`src/rtl/i2c_slave_regfile.sv`:
```
// I2C target with a byte-wide register file and auto-incrementing pointer.
// SCL/SDA are oversampled on PCLK; SDA is driven open-drain through sda_oe.
module i2c_slave_regfile #(
    parameter logic [6:0] SLAVE_ADDR = 7'h50,
    parameter int         REG_DEPTH  = 16,
    parameter int         PTR_W      = $clog2(REG_DEPTH)
) (
    input  logic             PCLK,
    input  logic             PRESETn,
    input  logic             scl_in,
    input  logic             sda_in,
    output logic             sda_oe,
    output logic             wr_valid,
    output logic [PTR_W-1:0] wr_addr,
    output logic [7:0]       wr_data,
    output logic             busy
);

    typedef enum logic [3:0] {
        ST_IDLE,
        ST_ADDR,
        ST_IGNORE,
        ST_ADDR_ACK,
        ST_PTR,
        ST_PTR_ACK,
        ST_WRITE,
        ST_WR_ACK,
        ST_READ,
        ST_MACK
    } state_t;

    state_t             state;
    logic [3:0]         bit_cnt;
    logic [7:0]         shift_reg;
    logic               rw;
    logic [PTR_W-1:0]   ptr;
    logic [7:0]         regs [REG_DEPTH];

    logic scl_s1, scl_s2, scl_d;
    logic sda_s1, sda_s2, sda_d;

    // Synchronizers reset to the idle-bus level so reset release never looks like an edge.
    // NOTE: every sequential assignment uses <= so all flops sample the same pre-edge values.
    always_ff @(posedge PCLK or negedge PRESETn) begin
        if (!PRESETn) begin
            scl_s1 <= 1'b1;
            scl_s2 <= 1'b1;
            scl_d  <= 1'b1;
            sda_s1 <= 1'b1;
            sda_s2 <= 1'b1;
            sda_d  <= 1'b1;
        end else begin
            scl_s1 <= scl_in;
            scl_s2 <= scl_s1;
            scl_d  <= scl_s2;
            sda_s1 <= sda_in;
            sda_s2 <= sda_s1;
            sda_d  <= sda_s2;
        end
    end

    logic             scl_rise;
    logic             scl_fall;
    logic             start_det;
    logic             stop_det;
    logic [7:0]       rx_byte;
    logic [PTR_W-1:0] ptr_inc;

    assign scl_rise  = scl_s2 & ~scl_d;
    assign scl_fall  = ~scl_s2 & scl_d;
    assign start_det = scl_s2 & scl_d & sda_d & ~sda_s2;
    assign stop_det  = scl_s2 & scl_d & ~sda_d & sda_s2;
    assign rx_byte   = {shift_reg[6:0], sda_s2};
    assign ptr_inc   = ptr + PTR_W'(1);

    always_ff @(posedge PCLK or negedge PRESETn) begin
        if (!PRESETn) begin
            state     <= ST_IDLE;
            bit_cnt   <= '0;
            shift_reg <= '0;
            rw        <= 1'b0;
            ptr       <= '0;
            sda_oe    <= 1'b0;
            wr_valid  <= 1'b0;
            wr_addr   <= '0;
            wr_data   <= '0;
            busy      <= 1'b0;
            // NOTE: the register file is small and must read back as zero after reset, so it is built from resettable flops rather than a RAM macro.
            for (int i = 0; i < REG_DEPTH; i++) begin
                regs[i] <= '0;
            end
        end else begin
            wr_valid <= 1'b0;
            if (start_det) begin
                state   <= ST_ADDR;
                bit_cnt <= '0;
                busy    <= 1'b1;
                sda_oe  <= 1'b0;
            end else if (stop_det) begin
                state   <= ST_IDLE;
                bit_cnt <= '0;
                busy    <= 1'b0;
                sda_oe  <= 1'b0;
            end else begin
                case (state)
                    ST_IDLE: begin
                    end

                    ST_ADDR: begin
                        if (scl_rise) begin
                            shift_reg <= rx_byte;
                            if (bit_cnt == 4'd7) begin
                                bit_cnt <= '0;
                                if (rx_byte[7:1] == SLAVE_ADDR) begin
                                    rw    <= rx_byte[0];
                                    state <= ST_ADDR_ACK;
                                end else begin
                                    state <= ST_IGNORE;
                                end
                            end else begin
                                bit_cnt <= bit_cnt + 4'd1;
                            end
                        end
                    end

                    ST_IGNORE: begin
                        sda_oe <= 1'b0;
                    end

                    // ACK states are entered with SDA released, so sda_oe doubles as the phase flag.
                    ST_ADDR_ACK: begin
                        if (scl_fall) begin
                            if (!sda_oe) begin
                                sda_oe <= 1'b1;
                            end else if (rw) begin
                                sda_oe    <= ~regs[ptr][7];
                                shift_reg <= {regs[ptr][6:0], 1'b0};
                                bit_cnt   <= 4'd1;
                                state     <= ST_READ;
                            end else begin
                                sda_oe  <= 1'b0;
                                bit_cnt <= '0;
                                state   <= ST_PTR;
                            end
                        end
                    end

                    ST_PTR: begin
                        if (scl_rise) begin
                            shift_reg <= rx_byte;
                            if (bit_cnt == 4'd7) begin
                                bit_cnt <= '0;
                                ptr     <= rx_byte[PTR_W-1:0];
                                state   <= ST_PTR_ACK;
                            end else begin
                                bit_cnt <= bit_cnt + 4'd1;
                            end
                        end
                    end

                    ST_PTR_ACK, ST_WR_ACK: begin
                        if (scl_fall) begin
                            if (!sda_oe) begin
                                sda_oe <= 1'b1;
                            end else begin
                                sda_oe  <= 1'b0;
                                bit_cnt <= '0;
                                state   <= ST_WRITE;
                            end
                        end
                    end

                    ST_WRITE: begin
                        if (scl_rise) begin
                            shift_reg <= rx_byte;
                            if (bit_cnt == 4'd7) begin
                                bit_cnt    <= '0;
                                regs[ptr]  <= rx_byte;
                                wr_valid   <= 1'b1;
                                wr_addr    <= ptr;
                                wr_data    <= rx_byte;
                                ptr        <= ptr_inc;
                                state      <= ST_WR_ACK;
                            end else begin
                                bit_cnt <= bit_cnt + 4'd1;
                            end
                        end
                    end

                    ST_READ: begin
                        if (scl_fall) begin
                            if (bit_cnt == 4'd8) begin
                                sda_oe  <= 1'b0;
                                bit_cnt <= '0;
                                state   <= ST_MACK;
                            end else begin
                                sda_oe    <= ~shift_reg[7];
                                shift_reg <= {shift_reg[6:0], 1'b0};
                                bit_cnt   <= bit_cnt + 4'd1;
                            end
                        end
                    end

                    // Master ACK continues the burst; first data bit goes out on the next SCL fall.
                    ST_MACK: begin
                        if (scl_rise) begin
                            ptr <= ptr_inc;
                            if (!sda_s2) begin
                                shift_reg <= regs[ptr_inc];
                                bit_cnt   <= '0;
                                state     <= ST_READ;
                            end else begin
                                state <= ST_IGNORE;
                            end
                        end
                    end

                    default: begin
                        state  <= ST_IDLE;
                        sda_oe <= 1'b0;
                    end
                endcase
            end
        end
    end

endmodule

```
`config.mk`:
```
export PLATFORM = sky130hd
export DESIGN_NAME = i2c_slave_regfile
export DESIGN_NICKNAME = d
export VERILOG_FILES = /design/src/rtl/i2c_slave_regfile.sv
export SDC_FILE = /design/constraint.sdc
export NUM_CORES = 1
export LEC_CHECK = 0
export BUFFER_PORTS_ARGS = -buffer_cell sky130_fd_sc_hd__buf_2
export CELL_PAD_IN_SITES_DETAIL_PLACEMENT = 1
export CELL_PAD_IN_SITES_GLOBAL_PLACEMENT = 1
export CORE_UTILIZATION = 40
export DETAILED_ROUTE_END_ITERATION = 8
export GPL_ROUTABILITY_DRIVEN = 1
export PLACE_DENSITY_LB_ADDON = 0.15
export SLEW_MARGIN = 20
export SYNTH_ARGS = -nofsm -noshare
export SYNTH_HDL_FRONTEND = slang
export SYNTH_SLANG_ARGS = --single-unit
```
`constraint.sdc`:
```
create_clock -name PCLK -period 5.2 [get_ports PCLK]
set_input_delay 0.26 -clock PCLK [delete_from_list [all_inputs] [get_ports PCLK]]
set_output_delay 0.26 -clock PCLK [all_outputs]
set_load 0.01 [all_outputs]
```
* Word level (Yosys, flattened, before mapping) *
Cells that the tools add are included.

cells by class
  add/sub/neg operators = 2
  magnitude comparators = 3
  eq/ne operators = 41
  multiplexer cells = 74
  bitwise gates (word level) = 17
  reductions and logical operators = 17

operators by type and width
  operator                                                   number
  2-to-1 mux 4 bit                                           34
  bitwise mux 128 bit                                        1
  2-to-1 mux 8 bit                                           13
  binary-select mux 8 bit (select 4 bit)                     2
  inequality test 4 bit (second input constant)              14
  demux 8 bit (select 4 bit)                                 1
  one-hot mux 4 bit (8 select lines)                         1
  one-hot mux 8 bit (4 select lines)                         1
  inequality test 2 bit (second input constant)              11
  equality test 4 x 3 -> 1 bit (second input constant)       5
  one-hot mux 4 bit (5 select lines)                         1
  2-to-1 mux 1 bit                                           18
  AND reduction 14 bit                                       1
  equality test 4 bit (second input constant)                3
  one-hot mux 4 bit (3 select lines)                         1
  AND reduction 11 bit                                       1
  greater-or-equal comparator 5 bit (second input constant)  2
  inverter 4 -> 5 bit                                        2
  AND reduction 9 bit                                        1
  adder 4 x 1 -> 4 bit (second input constant)               2
  equality test 4 x 2 -> 1 bit (second input constant)       2
  inverter 1 bit                                             8
  AND reduction 8 bit                                        1
  bitwise AND 1 bit                                          7
  19 further kinds                                           21

word-level totals
  bits in registers = 170
  input bits = 4
  output and inout bits = 15
  word-level logic and storage cells = 186

* Longest topological paths before layout *
Gate-level depths: netlist of the first run.

  depth in word-level cells = 11
  depth in mapped cells = 14
  depth with buffers taken out = 8

* Least setup slack after synthesis of the first run *
Ideal clock, no wire load.

  kind = reg2reg
  from = register ptr[1]
  to = register shift_reg[1]
  arrival time = 3.375 ns
  slack = 1.700 ns
  cell stages (with the launch flop) = 15
  period minus slack after synthesis = 3.500 ns
  cell sequence = dfrtp_1 -> clkbuf_1 -> buf_2 -> buf_1 -> inv_1 -> ha_1 -> buf_2 -> buf_4 -> buf_2 -> mux4_2 -> mux2i_1 -> nor3_1 -> a2111oi_0 -> a21oi_1 -> mux2_2

on the way
  longest elaborated chain between the ends = 8
  elaborated cells on any way between the ends = 15

ends and longest elaborated chain
  item                                                                                                 RTL line  text
  start, declared                                                                                      36        logic [PTR_W-1:0] ptr;
  start signal, assigned                                                                               153       ptr <= rx_byte[PTR_W-1:0];
  start signal, assigned                                                                               182       ptr <= ptr_inc;
  start signal, assigned                                                                               207       ptr <= ptr_inc;
  adder 4 x 1 -> 4 bit or inverter 4 -> 5 bit (tied branches)                                          74, 137
  inverter 4 -> 5 bit (not written as such) or binary-select mux 8 bit (select 4 bit) (tied branches)  209, 137
  binary-select mux 8 bit (select 4 bit) or 2-to-1 mux 8 bit (tied branches)                           209, 137
  2-to-1 mux 8 bit (on tied branches)                                                                  209, 137
  2-to-1 mux 8 bit (on tied branches)                                                                  209, 135
  2-to-1 mux 8 bit (on tied branches)                                                                  208, 133
  2-to-1 mux 8 bit (on tied branches)                                                                  206, 132
  one-hot mux 8 bit (4 select lines) *                                                                 105       case (state)
  end signal, assigned                                                                                 111       shift_reg <= rx_byte;
  end signal, assigned                                                                                 198       shift_reg <= {shift_reg[6:0], 1'b0};
  end signal, assigned                                                                                 209       shift_reg <= regs[ptr_inc];
  end, declared                                                                                        34        logic [7:0] shift_reg;

Every way passes the cells marked *; elsewhere a longest branch is shown, timed or not. The select of a mux whose other input is x is not followed.
A chain may end at the register's enable or synchronous reset.

* Worst setup path after layout of the first run *
  from = register ptr[0]
  to = register shift_reg[2]

The elaborated chain is that of the path after synthesis.

==> metrics.md, run 1 <==
| Metric | Value |
|---|---|
| Post-DP Area | 9680 um^2 |
| RSZ-0062 raised after global routing | no |
| First-pass DRT Iterations | 5 |
| Top_reg_cell synth | dfrtp_1 |
| Finished layout cell area | 10300 um^2 |
| Postcts setup bufs | 0 |
| Non-Filler Instances | 1013 |
| Row cnt | 55 |
| Layout Area Growth over Synthesis | 9.94% |
| Vias/cell | roughly 6.0 |
| Chip height | between 150 and 200 um |
| Fillcell total | 2306 |
| Final worst-path cycle share | 72.4% |
| Clk buf depth | 2 |
| Lkg Pwr | 0.00435 uW |
| Sequential element share of the synthesized area | 45.5% |
| CP Launch Point | ptr[0]$_DFFE_PN0P_ |
| CP Launch Type | register |
| Vias in the first global route | 6631 |
| Routed WL per cell | about 26 um |
| Fin nets | between 600 and 700 |
| R2r endpoint | shift_reg[2]$_DFFE_PN0P_ |
| FMAX | 0.266 GHz |
| R2r startpoint | ptr[0]$_DFFE_PN0P_ |
| Core area | 22800 um^2 |
| Top post-synthesis cells by count | 164 x dfrtp_1, 146 x mux2_2, 59 x mux4_2 |
| Critical path buffers and inverters | 2 |
| Sequential share of power | 46.1% |
| Die area | 24000 um^2 |
| Reg2Reg Depth | 9 |
| Skew-Pair Late Insertion Delay | 0.43 ns |
| Setup Skew | 0.0119 ns |
| Post-synth EDFFs | 0 |
| TritonCTS clock tree | done |
| Top post-synthesis cells by area | dfrtp_1 44%, mux2_2 18%, mux4_2 14% |
| Die Width | approximately 160 um |
| Sw Share | around a third |
| Data required time at the worst endpoint | about 5.5 ns |
| Max reg flops | 128 |
| I/O Buffers | 18 |
| DR iter-0 viols | 437 |
| First-pass GRT wire length | 42700 um |
| Cell accounting for the most synthesized area | dfrtp_1 |
| Crit-path max cell delay | approximately 0.90 ns |
| Pint | about 2300 uW |
| Path length in cells of the critical path | 9 |
| CP Cell Sequence | inv_1 -> ha_2 -> buf_4 -> mux4_2 -> mux2i_1 -> nor3_1 -> a2111oi_0 -> a21oi_1 -> mux2_2 |
| Total GRT Usage | 24.0% |
| Clk sinks | 170 |
| Crit path capture | shift_reg[2]$_DFFE_PN0P_ |
| CTS clk-pin slew, worst paths | 0.07 ns |
| Worst path arrival time | 4.07 ns |
| # Max-Cap Violations | 0 |
| Initial antenna violation count | 0 |
| Layout cell share with drive strength beyond 1 | a little over two fifths |
| H-tree Lvls | 4 |
| Psw | 1150 uW |
| Starting Density | 41.1% |
| Asr flop ratio synth | 100% |
| Average cell area after synthesis | 13.4 um^2 |
| I/O pin count | 19 |
| Status | completed |
| Clock share of power | 37.6% |
| Clock buffer count from CTS | 17 |
| Dpl cells | about 980 |
| Slew margin rel. | 27.8% |
| Most common cell in the netlist | dfrtp_1 |
| Combinational power share | about 16% |
| Placer Congestion | 0.859 |
| # diodes | 0 |
| Power per cell area | roughly 340 nW/um^2 |
| CP endpoint kind | register |
| Largest net degree at the start of global routing | 81 |
| Post-detail-place hpwl | between 15000 and 20000 um |
| Post-Syn Instances | ~700 |
| Netlist cell types | 56 |
| Post-synthesis register bit count | 170 |
| CP delay by family, top | multiplexers |
| Minimum clock period | approximately 3.8 ns |
| Number of routed nets with antenna violations | 0 |
| Final setup fails | 0 |
| Setup total negative slack | 0 ns |
| Syn Std Cell Area | 9360 um^2 |
| Fin. max-slew vios | 0 |
| Reg2reg setup slack | 1.43 ns |
| WS Path Type | reg -> reg |
| Via Count | between 6000 and 7000 |
| Routed WL | between 20000 and 30000 um |
| Critical Path Fanout Max | 23 |
| CTS Root Cell | clkbuf_16 |
| Slowest cell on crit path | ha_2 |
| Worst Hold Class | reg -> reg |
| Yosys warning count | 0 |
| Top-area cell type share of the netlist area | 43.8% |
| Overflow after GRT | 0 |
| Final hold violation count | 0 |
| DRC violations left | 0 |
| Peak supply drop | 151 uV |
| Worst-margin pin slew | 1.08 ns |
| Syn nets | about 700 |
## per-layer routing
| layer | wire length (um) | global-route usage, % |
|---|---|---|
| met3 | 1070 | 3.43 |
| met1 | 11400 | 31.8 |
| met5 | 0 | 0 |
| met2 | 13500 | 40.3 |
| met4 | 684 | 8.11 |
## placed cells by master (no fill, tap or decap), drive strengths merged, types with 8 or more instances in the layout
master	synthesis	layout
nor3	23	23
mux4	59	59
clkbuf	25	17
buf	34	26
nand2	28	28
mux2i	30	30
a211oi	8	8
inv	5	11
mux2	149	149
o21ai	22	22
dfrtp	164	164
nor2	30	30
a21oi	18	18
nand3	13	13
## repair_timing
| item | 4_1_cts | 5_1_grt |
|---|---|---|
| gates resized for setup | 0 | 0 |
| endpoints found under the hold margin | 74 | 0 |
| hold buffers | 3 | 0 |
## worst min-delay path by stage
stage	endpoint	cells after the start	slack, ns	start
detailed placement	busy$_DFFE_PN0N_	1	0.35	PRESETn
CTS	sda_s2$_DFF_PN1_	0	0.36	sda_s1$_DFF_PN1_
global route	sda_s2$_DFF_PN1_	0	0.36	sda_s1$_DFF_PN1_
finish	sda_s2$_DFF_PN1_	0	0.36	sda_s1$_DFF_PN1_
global placement	busy$_DFFE_PN0N_	1	0.33	PRESETn
floorplan	bit_cnt[0]$_DFFE_PN0P_	0	-0.04	PRESETn
## power groups by stage
stage	clock network [uW]	registers (uW)	logic, uW
6_report	1300	1600	566
5_1_grt	1380	1620	622
4_1_cts	1330	1600	559
3_5_place_dp	0	1620	553
3_3_place_gp	0	1610	528
2_1_floorplan	0	1430	513
## logic make-up after synthesis
logic type | synth area share (%)
XOR/XNOR | 0.561
adder cells (fa/ha/maj) | 0.802
buffers and inverters | 3.01
flip-flops | 45.5
AND/OR/NAND/NOR | 8.91
AO/OA/AOI/OAI | 5.89
multiplexers | 35.3
## per-stage QoR
| stage | hold slack [ns] | power (uW) | utilization, % | setup WS [ns] |
|---|---|---|---|---|
| after floorplan | -0.0356 | 1940 | - | 1.70 |
| after global placement | 0.330 | 2140 | 42.4 | 1.63 |
| after detailed placement | 0.347 | 2180 | 42.5 | 1.48 |
| after CTS | 0.358 | 3490 | 45.2 | 1.39 |
| after global routing | 0.361 | 3630 | 45.2 | 1.19 |
| final | 0.357 | 3470 | 45.2 | 1.43 |
## cell type report
class                   instances  area (um^2)  area share, %
clock inverters                15          164           1.59
flip-flops and latches        170         4270           41.4
repair buffers                 29          186           1.81
inverters                       5         18.8          0.182
clock buffers                  17          425           4.13
well taps                     313          392           3.80
multi-input cells             464         4840           47.0
No activity file was read; power rests on OpenSTA's default activity.
==> inputs of run 2 (changes only) <==
clock period = 3.89 ns   (was 5.2 ns; I/O delays follow)
==> metrics.md, run 2 (synthesis results as in run 1) <==
| Metric | Value |
|---|---|
| Status | completed (unchanged) |
| CTS clk-pin slew, worst paths | 0.08 ns (was 0.07 ns) |
| Commonest non-fill, non-tap cell in the layout | dfrtp_1 (unchanged) |
| Postcts setup bufs | 0 (unchanged) |
| Vias in the first global route | 6703 (was 6631) |
| First-pass DRT Iterations | 4 (was 5) |
| CTS Root Cell | clkbuf_16 (unchanged) |
| Final setup fails | 0 (unchanged) |
| Row cnt | 55 (unchanged) |
| Critical Path Fanout Max | 18 (was 23) |
| Die area | 24000 um^2 (unchanged) |
| Commonest cells after routing, fill and taps aside | 162 x dfrtp_1, 146 x mux2_2, 59 x mux4_2, 30 x mux2i_1, 24 x nand2_1 (unchanged) |
| CP endpoint kind | register (unchanged) |
| WS Path Type | reg -> reg (unchanged) |
| Data required time at the worst endpoint | 4.22 ns (was 5.51 ns) |
| Placer Congestion | 0.849 (was 0.859) |
| Vias/cell | 5.97 (was 6.00) |
| Routed WL per cell | 26.0 um (was 26.4 um) |
| Post-detail-place hpwl | 18000 um (was 17900 um) |
| Initial antenna violation count | 0 (unchanged) |
| # Max-Cap Violations | 0 (unchanged) |
| Clk sinks | 170 (unchanged) |
| CP Cell Sequence | nor3b_2 -> nand2_1 -> nor3_4 -> nand2_4 -> nor3_4 -> mux2_2 (was inv_1 -> ha_2 -> buf_4 -> mux4_2 -> mux2i_1 -> nor3_1 -> a2111oi_0 -> a21oi_1 -> mux2_2) |
| GR peak layer | met2 (unchanged) |
| Chip height | 155 um (unchanged) |
| CTS Hold Bufs | 3 (unchanged) |
| Crit-path max cell delay | 0.70 ns (was 0.90 ns) |
| Slew margin rel. | 36.4% (was 27.8%) |
| CP delay by family, top | simple AND/OR/NAND/NOR gates (was multiplexers) |
| Overflow after GRT | 0 (unchanged) |
| Psw | 1600 uW (was 1150 uW) |
| Sw Share | 34.7% (was 33.1%) |
| Fin nets | 709 (was 697) |
| Power per cell area | 444 nW/um^2 (was 337 nW/um^2) |
| Clk buf depth | 2 (unchanged) |
| Pint | 3010 uW (was 2320 uW) |
| Worst path arrival time | 3.39 ns (was 4.07 ns) |
| Final hold violation count | 0 (unchanged) |
| Die Width | 155 um (unchanged) |
| Number of routed nets with antenna violations | 0 (unchanged) |
| H-tree Lvls | 4 (unchanged) |
| Post-cts gate resize count | 0 (unchanged) |
| Starting Density | 41.1% (unchanged) |
| Routed WL | 26600 um (was 26700 um) |
| Skew-Pair Late Insertion Delay | 0.45 ns (was 0.43 ns) |
| Setup total negative slack | 0 ns (unchanged) |
| I/O pin count | 19 (unchanged) |
| Fin. max-slew vios | 0 (unchanged) |
| DRC violations left | 0 (unchanged) |
| TritonCTS clock tree | done (unchanged) |
| Total GRT Usage | 23.8% (was 24.0%) |
| # diodes | 0 (unchanged) |
| Largest net degree at the start of global routing | 73 (was 81) |
| Clock share of power | 37.2% (was 37.6%) |
| Slowest cell on crit path | dfrtp_1 (was ha_2) |
| I/O Buffers | 18 (unchanged) |
| Layout cell share with drive strength beyond 1 | 43.5% (was 42.6%) |
| Crit path top cell by count | nor3_4 |
| Sequential share of power | 45.1% (was 46.1%) |
| Global Route met1 Usage | 31.2% (was 31.8%) |
| RSZ-0062 raised after global routing | no (unchanged) |
| FMAX | 0.327 GHz (was 0.266 GHz) |
| Setup Skew | 0.0135 ns (was 0.0119 ns) |
| Combinational power share | 17.7% (was 16.3%) |
| Met2 global-route usage | 40.6% (was 40.3%) |
| Fillcell total | 2296 (was 2306) |
| Layout Area Growth over Synthesis | 11.0% (was 9.94%) |
| Post-Place Worst Slack | 0.842 ns (was 1.48 ns) |
| Via Count | 6117 (was 6079) |
| Max reg flops | 128 (unchanged) |
| First-pass GRT wire length | 42000 um (was 42700 um) |
| Critical path buffers and inverters | 0 (was 2) |
| DR iter-0 viols | 369 (was 437) |
| Clock buffer count from CTS | 17 (unchanged) |
| Worst-margin pin slew | 0.944 ns (was 1.08 ns) |
| Worst Hold Class | in -> async (was reg -> reg) |
| Grt met3 use | 4.07% (was 3.43%) |
| Final setup margin | 0.828 ns (was 1.43 ns) |
| CP Launch Type | register (unchanged) |
| Peak supply drop | 253 uV (was 151 uV) |
| Core area | 22800 um^2 (unchanged) |
| Minimum clock period | 3.06 ns (was 3.77 ns) |
| Final worst-path cycle share | 78.7% (was 72.4%) |
| Lkg Pwr | 0.00442 uW (was 0.00435 uW) |
-- run 2: cell types whose count changed in the layout (fill, tap and decap cells not counted), moves of 2 or more --
cell	previous run	this run
clkinv_8	0	5
inv_6	5	3
buf_4	8	19
clkinv_2	3	0
bufinv_16	2	0
clkinv_4	3	5
-- run 2: final timing paths --
path / startpoint / endpoint / slack (ns) / cells after the start
min reg2reg: scl_s1$_DFF_PN1_ / scl_s2$_DFF_PN1_ / 0.37 / 0
min: PRESETn / regs[120]$_DFFE_PN0P_ / 0.34 / 2
max: state[2]$_DFFE_PN0P_ / regs[107]$_DFFE_PN0P_ / 0.83 / 6
max reg2reg: state[2]$_DFFE_PN0P_ / regs[107]$_DFFE_PN0P_ / 0.83 / 6
max in group asynchronous: PRESETn / regs[34]$_DFFE_PN0P_ / 2.54 / 3
min in group PCLK: scl_s1$_DFF_PN1_ / scl_s2$_DFF_PN1_ / 0.37 / 0
-- run 2: power groups by stage --
stage | clock, uW | sequential, uW | combinational (uW)
2_1_floorplan | 0 | 1910 | 686
3_3_place_gp | 0 | 2100 | 777
3_5_place_dp | 0 | 2110 | 802
4_1_cts | 1750 | 2080 | 809
5_1_grt | 1820 | 2100 | 893
6_report | 1720 | 2080 | 817
-- run 2: layout make-up --
cell class / count / area, um^2 / area share (%)
multi-input cells: 464 / 4830 / 46.5
well taps: 313 / 392 / 3.77
clock inverters: 15 / 174 / 1.67
inverters: 5 / 18.8 / 0.181
clock buffers: 17 / 425 / 4.09
repair buffers: 41 / 289 / 2.78
flip-flops and latches: 170 / 4270 / 41.0
-- run 2: layer usage --
layer / share of wire [%] / routed length, um / up-vias
met1: 44 / 11700 / 3323
met4: 1.8 / 478 / 0
li1: - / - / 2645
met5: 0 / 0 / -
met2: 51 / 13500 / 118
met3: 3.5 / 933 / 31
-- run 2: worst register-to-register path: stages, from the launching register on --
cell	delay, ns
dfrtp_1	0.70
nor3b_2	0.30
nand2_1	0.13
nor3_4	0.67
nand2_4	0.21
nor3_4	0.54
mux2_2	0.41
-- run 2: through the flow --
step,power [uW],instance area (um^2),hold slack (ns),std cells,utilization (%)
floorplan,2600,9360,-0.101,698,-
global placement,2880,9770,0.269,990,42.9
detailed placement,2910,9770,0.280,990,42.9
CTS,4630,10400,0.368,1025,45.6
global route,4810,10400,0.372,1025,45.6
finish,4610,10400,0.341,1025,45.6
==> inputs of run 3 (changes only) <==
clock period = 2.8 ns   (was 3.89 ns; I/O delays follow)
==> metrics.md, run 3 (synthesis results as in run 1) <==
| Metric | Value |
|---|---|
| First-pass GRT wire length | 42000 um (about the same) |
| Storage cell area | 4270 um^2 (unchanged) |
| Final Util | 46.7% (was 45.6%) |
| Core area | 22800 um^2 (unchanged) |
| Reg2Reg Depth | 9 (was 6) |
| Finished layout cell area | 10600 um^2 (was 10400 um^2) |
| Fillcell total | 2303 (was 2296) |
| H-tree Lvls | 4 (unchanged) |
| Data required time at the worst endpoint | 3.13 ns (was 4.22 ns) |
| Final hold violation count | 0 (unchanged) |
| Commonest cells after routing, fill and taps aside | 162 x dfrtp_1, 146 x mux2_2, 59 x mux4_2, 30 x mux2i_1, 30 x buf_4 (was 162 x dfrtp_1, 146 x mux2_2, 59 x mux4_2, 30 x mux2i_1, 24 x nand2_1) |
| Power per cell area | 635 nW/um^2 (was 444 nW/um^2) |
| Slew margin rel. | 42.5% (was 36.4%) |
| WHS Path Cells | 2 |
| Number of routed nets with antenna violations | 0 (unchanged) |
| Commonest non-fill, non-tap cell in the layout | dfrtp_1 (unchanged) |
| CTS clk-pin slew, worst paths | 0.07 ns (was 0.08 ns) |
| Peak supply drop | 383 uV (was 253 uV) |
| Overflow after GRT | 0 (unchanged) |
| Clk buf depth | 2 (unchanged) |
| TritonCTS clock tree | done (unchanged) |
| Slowest cell on crit path | mux4_2 (was dfrtp_1) |
| Final setup fails | 0 (unchanged) |
| Fin. max-slew vios | 0 (unchanged) |
| Non-Filler Instances | 1040 (was 1025) |
| Minimum clock period | 2.72 ns (was 3.06 ns) |
| # diodes | 0 (unchanged) |
| FMAX | 0.367 GHz (was 0.327 GHz) |
| CTS Root Cell | clkbuf_16 (unchanged) |
| I/O pin count | 19 (unchanged) |
| Setup total negative slack | 0 ns (unchanged) |
| Starting Density | 41.1% (unchanged) |
| CP delay by family, top | multiplexers (was simple AND/OR/NAND/NOR gates) |
| Via Count | 6284 (was 6117) |
| Layout cell share with drive strength beyond 1 | 45.4% (was 43.5%) |
| CP Launch Type | register (unchanged) |
| Clock buffer count from CTS | 17 (unchanged) |
| Placer Congestion | 0.858 (was 0.849) |
| Post-DP Area | 9940 um^2 (was 9770 um^2) |
| Final worst-path cycle share | 97.3% (was 78.7%) |
| Postcts setup bufs | 0 (unchanged) |
| RSZ-0062 raised after global routing | no (unchanged) |
| Total GRT Usage | 23.7% (was 23.8%) |
| Chip height | 155 um (unchanged) |
| Fin nets | 724 (was 709) |
| Routed WL per cell | 25.6 um (was 26.0 um) |
| Status | completed (unchanged) |
| Routed WL | 26600 um (about the same) |
| Die area | 24000 um^2 (unchanged) |
| DRC violations left | 0 (unchanged) |
| CP endpoint kind | register (unchanged) |
| Layout Area Growth over Synthesis | 13.6% (was 11.0%) |
| DR iter-0 viols | 297 (was 369) |
| Largest net degree at the start of global routing | 88 (was 73) |
| Skew-Pair Late Insertion Delay | 0.44 ns (was 0.45 ns) |
| Row cnt | 55 (unchanged) |
| Hold_ws | 0.360 ns (was 0.341 ns) |
| Die Width | 155 um (unchanged) |
| Vias/cell | 6.04 (was 5.97) |
| Area of the multi-input gates | 4860 um^2 (was 4830 um^2) |
| CP Launch Point | ptr[0]$_DFFE_PN0P_ (was state[2]$_DFFE_PN0P_) |
| Setup Skew | 0.00937 ns (was 0.0135 ns) |
| Vias in the first global route | 6795 (was 6703) |
| R2r startpoint | ptr[0]$_DFFE_PN0P_ (was state[2]$_DFFE_PN0P_) |
| Worst Hold Class | in -> reg (was in -> async) |
| CP Cell Sequence | inv_4 -> ha_4 -> buf_12 -> mux4_2 -> mux2i_1 -> nor3_1 -> a2111oi_0 -> a21oi_1 -> mux2_2 (was nor3b_2 -> nand2_1 -> nor3_4 -> nand2_4 -> nor3_4 -> mux2_2) |
| Worst-margin pin slew | 0.862 ns (was 0.944 ns) |
| Max reg flops | 128 (unchanged) |
| WS Path Type | reg -> reg (unchanged) |
| Critical hold path startpoint | sda_in |
| Path length in cells of the critical path | 9 (was 6) |
| Clk sinks | 170 (unchanged) |
| Initial antenna violation count | 0 (unchanged) |
| Crit-path max cell delay | 0.53 ns (was 0.70 ns) |
| First-pass DRT Iterations | 4 (unchanged) |
| # Max-Cap Violations | 0 (unchanged) |
| Lkg Pwr | 0.00454 uW (was 0.00442 uW) |
| Critical Path Fanout Max | 18 (unchanged) |
| Post-detail-place hpwl | 18300 um (was 18000 um) |
| Dpl cells | 1005 (was 990) |
| Critical path buffers and inverters | 2 (was 0) |
| I/O Buffers | 18 (unchanged) |
| Worst path arrival time | 3.05 ns (was 3.39 ns) |
[run 3: final timing paths]
kind                                            end  slack [ns]
setup / recovery           shift_reg[2]$_DFFE_PN0P_        0.08
hold / removal                     sda_s1$_DFF_PN1_        0.36
setup reg to reg           shift_reg[2]$_DFFE_PN0P_        0.08
hold reg to reg                    scl_s2$_DFF_PN1_        0.37
max in group asynchronous  shift_reg[4]$_DFFE_PN0P_        1.54
min in group asynchronous    wr_data[7]$_DFFE_PN0P_        0.37
[run 3: what timing repair did]
action / in CTS / in global routing
hold buffers: 3 / 0
setup endpoints to repair: 1 / 4
endpoints found under the hold margin: 83 / 0
pin swaps: 0 / 0
resized for setup: 1 / 4
[run 3: where the power goes]
group          internal, uW  switching (uW)  total (uW)
registers              2550             211        2760
logic                   510             864        1370
clock network          1460            1170        2630
[run 3: routing by layer]
metal,global-route usage (%),vias up,share of wire (%)
li1,-,2679,-
met5,0,-,0
met2,40.4,166,52
met3,3.82,44,3.6
met4,8.02,0,2.4
met1,30.7,3395,42
[run 3: per-stage QoR]
stage	total power, uW	worst slack (ns)
floorplan	3610	-0.0128
global placement	4060	-0.140
detailed placement	4110	0.0168
CTS	6780	0.0550
global route	7040	0.0350
finish	6760	0.0765
[run 3: final cells by class]
type / count / area share (%)
Timing Repair Buffer: 56 / 4.24
Inverter: 5 / 0.223
Clock buffer: 17 / 4.00
Clock inverter: 15 / 2.10
Sequential cell: 170 / 40.1
Multi-Input combinational cell: 464 / 45.7
Tap cell: 313 / 3.68
